[config.mk]
export PLATFORM = sky130hd
export DESIGN_NAME = mem_arbiter_flat
export DESIGN_NICKNAME = d
export VERILOG_FILES = /design/src/rtl/mem_arbiter_if.sv /design/src/rtl/mem_arbiter.sv /design/src/flat_wrapper.sv
export SDC_FILE = /design/constraint.sdc
export NUM_CORES = 1
export LEC_CHECK = 0
export CAP_MARGIN = 20
export CORE_AREA = 2 2 266 268
export DETAILED_ROUTE_END_ITERATION = 16
export DIE_AREA = 0 0 268 270
export MAX_ROUTING_LAYER = met4
export REMOVE_ABC_BUFFERS = 1
export SETUP_SLACK_MARGIN = 0.05
export SYNTH_ARGS = -nofsm -noshare
export SYNTH_HDL_FRONTEND = slang
export SYNTH_SLANG_ARGS = --single-unit
[constraint.sdc]
create_clock -name in_clk -period 3.7 [get_ports in_clk]
set_input_delay 0.37 -clock in_clk [delete_from_list [all_inputs] [get_ports in_clk]]
set_output_delay 0.37 -clock in_clk [all_outputs]
set_load 0.02 [all_outputs]
[src/rtl/mem_arbiter_if.sv]
// rtl/mem_arbiter_if.sv - requester and memory-port signal bundle for mem_arbiter
interface mem_arbiter_if #(
  parameter int log_size   = 10,
  parameter int blocks     = 4,
  parameter int cell_width = 32,
  parameter int width      = cell_width * blocks
);
  logic                in_req0;
  logic                in_req1;
  logic                in_we0;
  logic                in_we1;
  logic [log_size-1:0] in_addr0;
  logic [log_size-1:0] in_addr1;
  logic [width-1:0]    in_wdata0;
  logic [width-1:0]    in_wdata1;
  logic                out_gnt0;
  logic                out_gnt1;
  logic                out_rvalid0;
  logic                out_rvalid1;
  logic [width-1:0]    out_rdata;
  logic                out_err;
  logic [log_size-1:0] out_mem_address;
  logic [width-1:0]    out_mem_data;
  logic                out_mem_read_en;
  logic                out_mem_write_en;
  logic [width-1:0]    in_mem_data;

  modport slave (
    input  in_req0, in_req1, in_we0, in_we1, in_addr0, in_addr1,
           in_wdata0, in_wdata1, in_mem_data,
    output out_gnt0, out_gnt1, out_rvalid0, out_rvalid1, out_rdata, out_err,
           out_mem_address, out_mem_data, out_mem_read_en, out_mem_write_en
  );

  modport master (
    output in_req0, in_req1, in_we0, in_we1, in_addr0, in_addr1,
           in_wdata0, in_wdata1, in_mem_data,
    input  out_gnt0, out_gnt1, out_rvalid0, out_rvalid1, out_rdata, out_err,
           out_mem_address, out_mem_data, out_mem_read_en, out_mem_write_en
  );
endinterface

[src/rtl/mem_arbiter.sv]
// rtl/mem_arbiter.sv - two-port round-robin arbiter/sequencer for the single-ported block memory
module mem_arbiter #(
  parameter int log_size   = 10,
  parameter int blocks     = 4,
  parameter int cell_width = 32,
  parameter int width      = cell_width * blocks
) (
  input  logic         in_clk,
  input  logic         in_reset,
  mem_arbiter_if.slave bus
);
  localparam logic [log_size-1:0] low_mask = log_size'(blocks - 1);

  typedef enum logic [1:0] {IDLE, GRANT0, GRANT1} state_t;

  state_t              state_q, state_d;
  logic                ptr_q, ptr_d;
  logic [log_size-1:0] addr_q, addr_d;
  logic [width-1:0]    wdata_q, wdata_d;
  logic                re_q, re_d;
  logic                we_q, we_d;
  logic                err_q, err_d;
  logic                rvalid0_q, rvalid0_d;
  logic                rvalid1_q, rvalid1_d;
  logic [width-1:0]    rdata_q, rdata_d;
  logic                elig0, elig1, win0, win1;

  // A request seen during its own grant cycle is already consumed.
  always_comb begin
    elig0     = bus.in_req0 & (state_q != GRANT0);
    elig1     = bus.in_req1 & (state_q != GRANT1);
    win0      = elig0 & (~elig1 | ~ptr_q);
    win1      = elig1 & (~elig0 | ptr_q);
    state_d   = IDLE;
    ptr_d     = ptr_q;
    addr_d    = addr_q;
    wdata_d   = wdata_q;
    re_d      = 1'b0;
    we_d      = 1'b0;
    err_d     = 1'b0;
    if (win0) begin
      state_d = GRANT0;
      ptr_d   = 1'b1;
      addr_d  = bus.in_addr0 & ~low_mask;
      wdata_d = bus.in_wdata0;
      we_d    = bus.in_we0;
      re_d    = ~bus.in_we0;
      err_d   = |(bus.in_addr0 & low_mask);
    end else if (win1) begin
      state_d = GRANT1;
      ptr_d   = 1'b0;
      addr_d  = bus.in_addr1 & ~low_mask;
      wdata_d = bus.in_wdata1;
      we_d    = bus.in_we1;
      re_d    = ~bus.in_we1;
      err_d   = |(bus.in_addr1 & low_mask);
    end
    // Memory data lands one cycle after the read issue; tag it with the issuing requester.
    rvalid0_d = re_q & (state_q == GRANT0);
    rvalid1_d = re_q & (state_q == GRANT1);
    rdata_d   = (rvalid0_q | rvalid1_q) ? bus.in_mem_data : rdata_q;
  end

  always_ff @(posedge in_clk) begin
    if (in_reset) begin
      state_q   <= IDLE;
      ptr_q     <= 1'b0;
      addr_q    <= '0;
      wdata_q   <= '0;
      re_q      <= 1'b0;
      we_q      <= 1'b0;
      err_q     <= 1'b0;
      rvalid0_q <= 1'b0;
      rvalid1_q <= 1'b0;
      rdata_q   <= '0;
    end else begin
      state_q   <= state_d;
      ptr_q     <= ptr_d;
      addr_q    <= addr_d;
      wdata_q   <= wdata_d;
      re_q      <= re_d;
      we_q      <= we_d;
      err_q     <= err_d;
      rvalid0_q <= rvalid0_d;
      rvalid1_q <= rvalid1_d;
      rdata_q   <= rdata_d;
    end
  end

  assign bus.out_gnt0         = (state_q == GRANT0);
  assign bus.out_gnt1         = (state_q == GRANT1);
  assign bus.out_mem_address  = addr_q;
  assign bus.out_mem_data     = wdata_q;
  assign bus.out_mem_read_en  = re_q;
  assign bus.out_mem_write_en = we_q;
  assign bus.out_err          = err_q;
  assign bus.out_rvalid0      = rvalid0_q;
  assign bus.out_rvalid1      = rvalid1_q;
  // The memory output is only valid in the rvalid cycle, so pass it through then and hold after.
  assign bus.out_rdata        = (rvalid0_q | rvalid1_q) ? bus.in_mem_data : rdata_q;
endmodule

[src/flat_wrapper.sv]
// flat-port wrapper written by rule: the top's interface ports become plain ports
module mem_arbiter_flat 
#(
  parameter int log_size   = 10,
  parameter int blocks     = 4,
  parameter int cell_width = 32,
  parameter int width      = cell_width * blocks
)
  (in_clk, in_reset, bus_in_req0, bus_in_req1, bus_in_we0, bus_in_we1, bus_in_addr0, bus_in_addr1, bus_in_wdata0, bus_in_wdata1, bus_in_mem_data, bus_out_gnt0, bus_out_gnt1, bus_out_rvalid0, bus_out_rvalid1, bus_out_rdata, bus_out_err, bus_out_mem_address, bus_out_mem_data, bus_out_mem_read_en, bus_out_mem_write_en);
  mem_arbiter_if #(.log_size(log_size), .blocks(blocks), .cell_width(cell_width), .width(width)) bus_i ();
  input  logic in_clk;
  input  logic in_reset;
  input wire logic [$bits(bus_i.in_req0)-1:0] bus_in_req0;
  input wire logic [$bits(bus_i.in_req1)-1:0] bus_in_req1;
  input wire logic [$bits(bus_i.in_we0)-1:0] bus_in_we0;
  input wire logic [$bits(bus_i.in_we1)-1:0] bus_in_we1;
  input wire logic [$bits(bus_i.in_addr0)-1:0] bus_in_addr0;
  input wire logic [$bits(bus_i.in_addr1)-1:0] bus_in_addr1;
  input wire logic [$bits(bus_i.in_wdata0)-1:0] bus_in_wdata0;
  input wire logic [$bits(bus_i.in_wdata1)-1:0] bus_in_wdata1;
  input wire logic [$bits(bus_i.in_mem_data)-1:0] bus_in_mem_data;
  output wire logic [$bits(bus_i.out_gnt0)-1:0] bus_out_gnt0;
  output wire logic [$bits(bus_i.out_gnt1)-1:0] bus_out_gnt1;
  output wire logic [$bits(bus_i.out_rvalid0)-1:0] bus_out_rvalid0;
  output wire logic [$bits(bus_i.out_rvalid1)-1:0] bus_out_rvalid1;
  output wire logic [$bits(bus_i.out_rdata)-1:0] bus_out_rdata;
  output wire logic [$bits(bus_i.out_err)-1:0] bus_out_err;
  output wire logic [$bits(bus_i.out_mem_address)-1:0] bus_out_mem_address;
  output wire logic [$bits(bus_i.out_mem_data)-1:0] bus_out_mem_data;
  output wire logic [$bits(bus_i.out_mem_read_en)-1:0] bus_out_mem_read_en;
  output wire logic [$bits(bus_i.out_mem_write_en)-1:0] bus_out_mem_write_en;
  assign bus_i.in_req0 = bus_in_req0;
  assign bus_i.in_req1 = bus_in_req1;
  assign bus_i.in_we0 = bus_in_we0;
  assign bus_i.in_we1 = bus_in_we1;
  assign bus_i.in_addr0 = bus_in_addr0;
  assign bus_i.in_addr1 = bus_in_addr1;
  assign bus_i.in_wdata0 = bus_in_wdata0;
  assign bus_i.in_wdata1 = bus_in_wdata1;
  assign bus_i.in_mem_data = bus_in_mem_data;
  assign bus_out_gnt0 = bus_i.out_gnt0;
  assign bus_out_gnt1 = bus_i.out_gnt1;
  assign bus_out_rvalid0 = bus_i.out_rvalid0;
  assign bus_out_rvalid1 = bus_i.out_rvalid1;
  assign bus_out_rdata = bus_i.out_rdata;
  assign bus_out_err = bus_i.out_err;
  assign bus_out_mem_address = bus_i.out_mem_address;
  assign bus_out_mem_data = bus_i.out_mem_data;
  assign bus_out_mem_read_en = bus_i.out_mem_read_en;
  assign bus_out_mem_write_en = bus_i.out_mem_write_en;
  mem_arbiter #(.log_size(log_size), .blocks(blocks), .cell_width(cell_width), .width(width)) u_core (.in_clk(in_clk), .in_reset(in_reset), .bus(bus_i));
endmodule
==> results_dict.tcl <==
set metrics [dict create \
    status "completed" \
    fin_area_um2 20200 \
    crit_required_ns 3.33 \
    yosys_most_used_dff "dfxtp_1" \
    cap_violations 0 \
    instances_no_fill 2813 \
    wire_per_inst_um 19.5 \
    cts_tree "built" \
    rows 97 \
    yosysTopAreaCell "dfxtp_1" \
    fin_crit_ns 3.06 \
    synth_edf_count 0 \
    syn_inst 1221 \
    crit_path_end_kind "output pin" \
    drt-initial-drc-count 453 \
    grt_usage 0.148 \
    nets 2241 \
    cts_sinks 272 \
    fp.dieW_um 268 \
    clock_path_buffers 3 \
    die_h_um 270 \
    clk_pin_slew_ns 0.05 \
    yosys_warnings 0 \
    grt_pass1_wl_um 77400 \
    worstPathArrival_ns 2.69 \
    syn_area_per_cell_um2 9.28 \
    fin_util 0.290 \
    synthTopCellsByCount "273 x nand2_1, 272 x dfxtp_1, 137 x a21oi_1" \
    die_area_um2 72400 \
    drc 0 \
    synthXorXnorAreaFrac 0 \
    vias 11600 \
    place_area_um2 19000 \
    p_leak_nw 7.63 \
    synth_top_family_by_area "compound AO/OA/AOI/OAI gates" \
    ys_ff_latch 272 \
    coreArea_um2 69500 \
    initial_core_util 0.163 \
    cp_slowest_cell "clkdlybuf4s50_1" \
    post-route-period-util 0.828 \
    grt_pass1_vias 12000 \
    antenna_found_initial 17 \
    syn2layout_area_growth_pct 78.2 \
    place_hpwl_um 42100 \
    synth_compound_area_frac 0.172 \
    seq_area_frac_synth 0.481 \
    dpl.cell_count 2734 \
    async_reset_ff_frac 0 \
    cts_max_level 2 \
    cts_setup_buffers 0 \
    hp-class "in2reg" \
    timing.fmax_mhz 326 \
    antenna_left 0 \
    io_buffers 680 \
    max_stage_delay_ns 0.66 \
    slew-limit-headroom 0.364 \
    crit_path_max_fanout 65 \
    crit_chain "nor2_4 > buf_12 > mux2_2 > clkdlybuf4s50_1" \
    setup_viol 0 \
    grt_overflow_total 0 \
    hold_viol 0 \
    grt_start_max_net_pins 130 \
    powerDensity_nw_per_um2 423 \
    gp_congestion 0.822 \
    io_pins 683 \
    synth_cell_types 26 \
    wl_um 54800 \
    cts-root-buf "clkbuf_16" \
    cts.repair.resized 0 \
    yosysMostFrequentCell "nand2_1" \
    worstMarginPinSlew_ns 0.954 \
    synth_fa_ha_area_frac 0 \
    drv_slew 0 \
    cp-start-kind "register" \
    final_layout_size_suffix_gt1_frac 0.111 \
    synth.area.top_cells "dfxtp_1 48%, mux2_2 13%, a311oi_1 11%" \
    syn-cell-area_um2 11300 \
    vias_per_cell 4.11 \
    peakVddDrop_uv 288 \
    fin_tns_setup_ns 0 \
    power_w 0.00853 \
    crit_type "reg2out" \
    rsz0062_at_grt "false" \
    fin_skew_ns 0.0116 \
    synth_top_area_frac 0.481 \
    synth-simple-area-share 0.168 \
    firstDrtPassIters 5 \
    clock_latency_ns 0.54 \
    numCtsBuffers 35 \
    ctsHoldBuffers 0 \
    fill_cells 7276 \
    synth_mux_area_frac 0.127 \
]
## logic make-up (layout without fill, tap and decap cells)
logic type / Yosys count / count (layout)
AOI/OAI and AO/OA: 281 / 281
other: 1 / 18
and+or+nand+nor: 414 / 414
buffers and inverters: 125 / 760
DFF: 272 / 272
muxes: 128 / 128
## registers in the layout, indices dropped and copies added (netlist names)
signal                       count
u_core.bus.out_err               1
u_core.bus.out_rvalid0           1
u_core.bus.out_mem_read_en       1
u_core.state_q                   2
u_core.bus.out_mem_address       8
u_core.bus.out_mem_data        128
u_core.bus.out_mem_write_en      1
u_core.ptr_q                     1
u_core.bus.out_rvalid1           1
u_core.rdata_q                 128
## per-layer routing
layer | share of wire | vias up | GRT usage
li1 | - | 5536 | -
met1 | 0.37 | 5382 | 0.147
met5 | 0 | - | -
met4 | 0.038 | 0 | 0.0645
met3 | 0.10 | 91 | 0.0603
met2 | 0.49 | 549 | 0.255
## worst max-delay path: cells and delay by family (launching register included)
| family | cells | cell delay, ns |
|---|---|---|
| buffers and inverters | 2 | 1.00 |
| DFF | 1 | 0.33 |
| muxes | 1 | 0.39 |
| and+or+nand+nor | 1 | 0.35 |
## final cells by class
cell class	instances	area, µm²	area share
inverters	4	15.0	0.000744
clock inverters	13	155	0.00769
well taps	940	1180	0.0583
flip-flops and latches	272	5450	0.270
multi-input cells	825	5340	0.265
clock buffers	50	1000	0.0496
diodes	16	40.0	0.00198
repair buffers	693	7010	0.347
## path summary, 6_finish.rpt
kind	from	endpoint	slack, ns	cells past startpoint
setup / recovery	u_core.bus.out_rvalid1$_SDFF_PP0_	bus_out_rdata[6]	0.64	4
hold reg to reg	u_core.bus.out_mem_read_en$_SDFF_PP0_	u_core.bus.out_rvalid0$_SDFF_PP0_	0.48	2
hold / removal	in_reset	u_core.rdata_q[75]$_SDFF_PP0_	0.38	2
setup reg to reg	u_core.ptr_q$_SDFFE_PP0P_	u_core.bus.out_mem_data[77]$_SDFFE_PP0P_	1.39	5
## stage by stage
step                hold WS, ns  setup WS (ns)
detailed placement        0.469          0.871
CTS                       0.336          0.557
global placement          0.468          0.939
global route              0.382          0.518
floorplan                 0.442          -3.31
finish                    0.378          0.635
## placed cells by master (no fill, tap or decap), drive strengths merged
| cell type | n |
|---|---|
| diode | 16 |
| a21oi | 137 |
| mux2 | 128 |
| dfxtp | 272 |
| a21o | 1 |
| buf | 14 |
| nand2b | 3 |
| clkdlybuf4s50 | 679 |
| o21ai | 1 |
| a311oi | 136 |
| clkbuf | 50 |
| clkinv | 7 |
| inv | 7 |
| bufinv | 3 |
| conb | 2 |
| nor2b | 129 |
| nand3b | 1 |
| o32ai | 2 |
| a211oi | 2 |
| a211o | 1 |
| and2 | 2 |
| nor2 | 6 |
| nand2 | 273 |
| a22o | 1 |
## report_power, final
group          total [W]  internal, W  switching [W]
registers        0.00321      0.00312      0.0000965
clock network    0.00347      0.00210        0.00137
logic            0.00185     0.000937       0.000912
total            0.00853      0.00615        0.00238
Power figures use the tool's default switching activity.
